[config.mk]
export PLATFORM = sky130hd
export DESIGN_NAME = id_issue_buffer
export DESIGN_NICKNAME = d
export VERILOG_FILES = /design/src/rtl/id_issue_buffer.sv
export SDC_FILE = /design/constraint.sdc
export NUM_CORES = 1
export LEC_CHECK = 0
export ABC_CLOCK_PERIOD_IN_PS = 19320
export CELL_PAD_IN_SITES_DETAIL_PLACEMENT = 0
export CELL_PAD_IN_SITES_GLOBAL_PLACEMENT = 1
export CORE_MARGIN = 4
export CORE_UTILIZATION = 41
export DETAILED_ROUTE_END_ITERATION = 10
export PLACE_DENSITY_LB_ADDON = 0.1
export SLEW_MARGIN = 40
export SYNTH_ARGS = -nofsm -noshare
export SYNTH_HDL_FRONTEND = slang
export SYNTH_SLANG_ARGS = --single-unit
[constraint.sdc]
create_clock -name clk_i -period 19.32 [get_ports clk_i]
set_clock_uncertainty 0.15 [all_clocks]
set_input_delay 1.932 -clock clk_i [delete_from_list [all_inputs] [get_ports clk_i]]
set_output_delay 1.932 -clock clk_i [all_outputs]
set_load 0.005 [all_outputs]
[src/rtl/id_issue_buffer.sv]
// rtl/id_issue_buffer.sv - DEPTH-entry decode-to-issue decoupling buffer with optional control-flow serialisation.
// Optional stall counter built when ID_ISSUE_BUFFER_PERF_EN is defined.
module id_issue_buffer #(
    parameter int DEPTH        = 2,
    parameter int DATA_W       = 128,
    parameter int CF_SERIALIZE = 0
) (
    input  logic                       clk_i,
    input  logic                       rst_i,
    input  logic                       flush_i,
    input  logic                       in_valid_i,
    input  logic [DATA_W-1:0]          in_data_i,
    input  logic                       in_ctrl_flow_i,
    output logic                       in_ready_o,
    output logic                       issue_valid_o,
    output logic [DATA_W-1:0]          issue_data_o,
    output logic                       issue_ctrl_flow_o,
    input  logic                       issue_ack_i,
    output logic [$clog2(DEPTH+1)-1:0] count_o,
    output logic [31:0]                stall_cnt_o
);

    localparam int CNT_W = $clog2(DEPTH + 1);
    localparam int PTR_W = (DEPTH > 1) ? $clog2(DEPTH) : 1;

    logic [DATA_W-1:0] mem_data [DEPTH];
    logic [DEPTH-1:0]  mem_cf;
    logic [PTR_W-1:0]  rd_ptr;
    logic [PTR_W-1:0]  wr_ptr;
    logic [CNT_W-1:0]  count;
    logic [CNT_W-1:0]  cf_cnt;
    logic              ack_eff;
    logic              cf_ok;
    logic              push;
    logic              pop;
    logic              cf_inc;
    logic              cf_dec;

    // Explicit wrap keeps non-power-of-two depths inside the array.
    function automatic logic [PTR_W-1:0] ptr_inc(input logic [PTR_W-1:0] p);
        return (p == PTR_W'(DEPTH - 1)) ? '0 : p + PTR_W'(1);
    endfunction

    assign issue_valid_o     = (count != '0);
    assign issue_data_o      = mem_data[rd_ptr];
    assign issue_ctrl_flow_o = issue_valid_o && mem_cf[rd_ptr];
    assign count_o           = count;

    assign ack_eff = issue_ack_i && issue_valid_o;

    always_comb begin
        cf_ok = 1'b1;
        if (CF_SERIALIZE != 0) begin
            cf_ok = (cf_cnt == '0) ||
                    ((cf_cnt == CNT_W'(1)) && ack_eff && issue_ctrl_flow_o);
        end
    end

    assign in_ready_o = !flush_i && ((count < CNT_W'(DEPTH)) || ack_eff) && cf_ok;
    assign push       = in_valid_i && in_ready_o;
    assign pop        = ack_eff;
    assign cf_inc     = push && in_ctrl_flow_i;
    assign cf_dec     = pop && issue_ctrl_flow_o;

    always_ff @(posedge clk_i) begin
        if (push) begin
            mem_data[wr_ptr] <= in_data_i;
            mem_cf[wr_ptr]   <= in_ctrl_flow_i;
        end
    end

    always_ff @(posedge clk_i) begin
        if (rst_i || flush_i) begin
            rd_ptr <= '0;
            wr_ptr <= '0;
            count  <= '0;
            cf_cnt <= '0;
        end else begin
            if (push) wr_ptr <= ptr_inc(wr_ptr);
            if (pop)  rd_ptr <= ptr_inc(rd_ptr);
            case ({push, pop})
                2'b10:   count <= count + CNT_W'(1);
                2'b01:   count <= count - CNT_W'(1);
                default: count <= count;
            endcase
            case ({cf_inc, cf_dec})
                2'b10:   cf_cnt <= cf_cnt + CNT_W'(1);
                2'b01:   cf_cnt <= cf_cnt - CNT_W'(1);
                default: cf_cnt <= cf_cnt;
            endcase
        end
    end

`ifdef ID_ISSUE_BUFFER_PERF_EN
    logic [31:0] stall_cnt;

    // Survives flush so the counter reflects whole-run back-pressure.
    always_ff @(posedge clk_i) begin
        if (rst_i) begin
            stall_cnt <= '0;
        end else if (in_valid_i && !in_ready_o && (stall_cnt != 32'hFFFF_FFFF)) begin
            stall_cnt <= stall_cnt + 32'd1;
        end
    end

    assign stall_cnt_o = stall_cnt;
`else
    assign stall_cnt_o = 32'd0;
`endif

endmodule
==> results_tabular.tex <==
\begin{tabular}{lr}
\hline
Metric & Value \\
\hline
\multicolumn{2}{l}{\textbf{GRT}} \\
\quad Global route total overflow & 0 \\
\quad Pin count of the biggest net entering global routing & 74 \\
\quad Number of antenna violations at the first check in global routing & 1 \\
\quad First-pass GRT wire length & about 30 mm \\
\quad Vias in the first global route & between 5,000 and 6,000 \\
\quad Global routing usage summed across all routing layers & 0.147 \\
\multicolumn{2}{l}{\textbf{Placed design}} \\
\quad Routability cong. & roughly 0.73 \\
\quad Number of buffers added on ports & between 200 and 300 \\
\quad Detailed Place HPWL & approximately 13 mm \\
\quad Dpl cells & approximately 1,000 \\
\multicolumn{2}{l}{\textbf{Setup path}} \\
\quad CP arrival & approximately 3200 ps \\
\quad Required time at the endpoint of the critical path & roughly 17,000 ps \\
\quad Worst-path maximum fanout & 4 \\
\quad Worst setup path category & in2out \\
\quad Nature of the critical path startpoint & input port \\
\quad Nature of the critical path endpoint & output port \\
\quad Path depth of the worst reg2reg path & 5 \\
\multicolumn{2}{l}{\textbf{Power}} \\
\quad Internal Dissipation & roughly 1 mW \\
\quad Net load switching power & around 0.23 mW \\
\quad Clk network pwr share & 0.404 \\
\quad Switching share of total power & 0.189 \\
\quad Logic gate share of total power & 0.071 \\
\quad Power share of the sequential group & 0.525 \\
\quad Static leakage & between 4 and 5 nW \\
\quad Power density over the cells & between 90 and 100 mW/mm\^{}2 \\
\quad Worst-case vdd ir drop & 63.8 uV \\
\multicolumn{2}{l}{\textbf{Timing}} \\
\quad Highest attainable clock frequency & about 0.19 GHz \\
\quad Final count of hold timing violations & 0 \\
\quad Total of endpoints with negative setup slack in the final report & 0 \\
\quad Final min period & 5250 ps \\
\quad Final cycle utilization of the critical path & 0.272 \\
\quad Post-route worst hold slack & a little under 400 ps \\
\quad Max-slew violations & 0 \\
\quad Relative max-transition margin & 0.476 \\
\quad Setup repair after global routing missed its margin & no \\
\quad Sum of negative setup slack & 0 ps \\
\quad Worst Tran Pin Value & just under 800 ps \\
\multicolumn{2}{l}{\textbf{Job}} \\
\quad Maxcap violations & 0 \\
\multicolumn{2}{l}{\textbf{Clocking}} \\
\quad Post-cts sizing count & 0 \\
\quad Clk pin slew, worst setup/hold paths & about 50 ps \\
\quad CTS Hold Buffers Added & 0 \\
\quad \# H-tree levels & 1 \\
\quad Clock root buffer & sky130\_fd\_sc\_hd\_\_clkbuf\_16 \\
\quad Sink Count & 263 \\
\quad Number of buffers added by the clock tree synthesis step & 29 \\
\quad Worst-case clock buffer depth & 3 \\
\quad Setup repair bufs after CTS & 0 \\
\quad Clock latency on the worst-skew pair & around 510 ps \\
\quad TritonCTS clock tree & yes \\
\multicolumn{2}{l}{\textbf{Layout}} \\
\quad Count of filler cells inserted in the layout & 1,819 \\
\quad Commonest non-fill, non-tap cell in the layout & sky130\_fd\_sc\_hd\_\_clkdlybuf4s50\_1 \\
\quad Cell Count, Final, Fillers Out & 1,092 \\
\quad Share of post-route cells with drive strength above 1 & 0.225 \\
\quad Commonest cells after routing, fill and taps aside & sky130\_fd\_sc\_hd\_\_clkdlybuf4s50\_1, sky130\_fd\_sc\_hd\_\_edfxtp\_1, sky130\_fd\_sc\_hd\_\_mux2\_2 \\
\quad Net total in the final layout & between 800 and 900 \\
\quad Antenna cell count & 0 \\
\quad Fraction of the core area covered by cells at the end of the flow & 0.579 \\
\quad Area of the multi-input gates & 0.00171 mm\^{}2 \\
\quad Area used by sequential logic in the layout & between 0.007 and 0.008 mm\^{}2 \\
\quad Area growth from synthesis to final layout & 39.0\% \\
\multicolumn{2}{l}{\textbf{Die}} \\
\quad IO Pins & roughly 300 \\
\quad Placeable core region & $\sim$0.023 mm\^{}2 \\
\quad Starting utilization of the core area & 0.417 \\
\quad Die boundary height & roughly 160 um \\
\quad Overall die area & $\sim$0.026 mm\^{}2 \\
\quad Horizontal die dimension & 162 um \\
\quad Std-Cell Rows & 56 \\
\multicolumn{2}{l}{\textbf{Min path}} \\
\quad Count of cells along the worst hold path & 2 \\
\quad Classification of the worst-slack hold path & reg2reg \\
\multicolumn{2}{l}{\textbf{Synth}} \\
\quad Post-synth cell types & 19 \\
\quad Cell types occupying the most area after synthesis & sky130\_fd\_sc\_hd\_\_edfxtp\_1, sky130\_fd\_sc\_hd\_\_mux2\_2, sky130\_fd\_sc\_hd\_\_buf\_4, sky130\_fd\_sc\_hd\_\_dfxtp\_1, sky130\_fd\_sc\_hd\_\_nor2\_1 \\
\quad EDFF count, synth & about 260 \\
\quad Most common flop cell mapped by yosys & sky130\_fd\_sc\_hd\_\_edfxtp\_1 \\
\quad Instance count of the mapped netlist & between 400 and 500 \\
\quad Library cell with the largest summed area after synthesis & sky130\_fd\_sc\_hd\_\_edfxtp\_1 \\
\quad Summed instance area of the synthesized netlist & $\sim$0.0098 mm\^{}2 \\
\quad Post-synthesis sequential area ratio & 0.802 \\
\quad Share of synthesized registers carrying an async set or reset & 0 \\
\quad Proportion of netlist area held by the largest area contributor & 0.792 \\
\quad Syn\_area\_per\_cell & between 20 and 25 um\^{}2 \\
\quad Synthesis Warnings & 0 \\
\quad Number of synthesized register bits & 263 \\
\multicolumn{2}{l}{\textbf{Drt}} \\
\quad Vias per cell & about 4.6 \\
\quad Length of the first detailed-routing pass in iterations & 4 \\
\quad Count of unresolved DRC violations after routing & 0 \\
\quad Count of vias placed by the detailed router & 5,018 \\
\quad Final Routed Wirelength & about 20 mm \\
\quad Drt wl/cell & around 19 um \\
\quad Residual antenna-violating net count after detailed routing & 0 \\
\quad Detailed Route Iter0 Violations & $\sim$240 \\
\multicolumn{2}{l}{\textbf{Status}} \\
\quad Run status & completed \\
\hline
\end{tabular}
## Yosys cell counts (2+ instances only)
| cell | count |
|---|---|
| sky130_fd_sc_hd__a21oi_1 | 2 |
| sky130_fd_sc_hd__buf_2 | 2 |
| sky130_fd_sc_hd__buf_4 | 44 |
| sky130_fd_sc_hd__dfxtp_1 | 5 |
| sky130_fd_sc_hd__edfxtp_1 | 258 |
| sky130_fd_sc_hd__inv_1 | 2 |
| sky130_fd_sc_hd__mux2_2 | 128 |
| sky130_fd_sc_hd__nor2_1 | 7 |
| sky130_fd_sc_hd__o21ai_0 | 2 |
| sky130_fd_sc_hd__or3_1 | 3 |
| sky130_fd_sc_hd__xnor2_1 | 2 |
## final timing paths
check             slack, ps               startpoint                   endpoint
setup / recovery      14070              issue_ack_i                 in_ready_o
hold / removal          400      wr_ptr$_SDFFE_PP0P_        wr_ptr$_SDFFE_PP0P_
setup reg to reg      16730  count_o[1]$_SDFFE_PP0P_  mem_data[1][13]$_DFFE_PP_
hold reg to reg         400      wr_ptr$_SDFFE_PP0P_        wr_ptr$_SDFFE_PP0P_
## worst max-delay path: stages
cell	delay, ps
sky130_fd_sc_hd__clkdlybuf4s50_1	490
sky130_fd_sc_hd__nor2b_1	80
sky130_fd_sc_hd__nor2_1	140
sky130_fd_sc_hd__clkdlybuf4s50_1	520
## logic make-up (layout without fill, tap and decap cells)
kind of cell    after synthesis  count (layout)  share of synthesized area
mux                         129             129                      0.148
fa+ha+maj                     1               1                    0.00128
buf+inv                      48             327                     0.0356
simple gates                 13              13                    0.00653
compound gates                5               5                    0.00281
xor+xnor                      3               3                    0.00269
flops                       263             263                      0.802
other cells                   1              32                   0.000383
## stage by stage
stage	setup slack, ps	cell area [um^2]	power (mW)
4_1_cts	14060	13600	1.26
3_3_place_gp	14110	12700	0.746
2_1_floorplan	10850	9900	0.692
3_5_place_dp	14070	12700	0.749
6_report	14070	13600	1.24
5_1_grt	13960	13600	1.29
## metal layers
metal / GRT usage / share of wire
met5: 0.00758 / 0.00039
met4: 0.0384 / 0.017
met3: 0.0542 / 0.094
met2: 0.259 / 0.51
met1: 0.169 / 0.38
## power by group through the flow
stage / Sequential [mW] / Clock [mW] / Combinational, mW
floorplan: 0.663 / 0 / 0.0297
global placement: 0.661 / 0 / 0.0856
CTS: 0.649 / 0.520 / 0.0889
finish: 0.649 / 0.500 / 0.0878
global route: 0.650 / 0.545 / 0.0941
detailed placement: 0.661 / 0 / 0.0882
## final cells by class
type,instances,area share
Clock buffer,39,0.0561
Clock inverter,14,0.00838
Inverter,2,0.000552
Multi-Input combinational cell,183,0.126
Sequential cell,263,0.578
Tap cell,319,0.0294
Timing Repair Buffer,272,0.202
## flip-flops by register name, summed over array words and instances, names as in the netlist, named ones only
| name | count |
|---|---|
| mem_cf | 2 |
| count_o | 2 |
| wr_ptr | 1 |
| mem_data | 256 |
| rd_ptr | 1 |
Power figures use the tool's default switching activity.
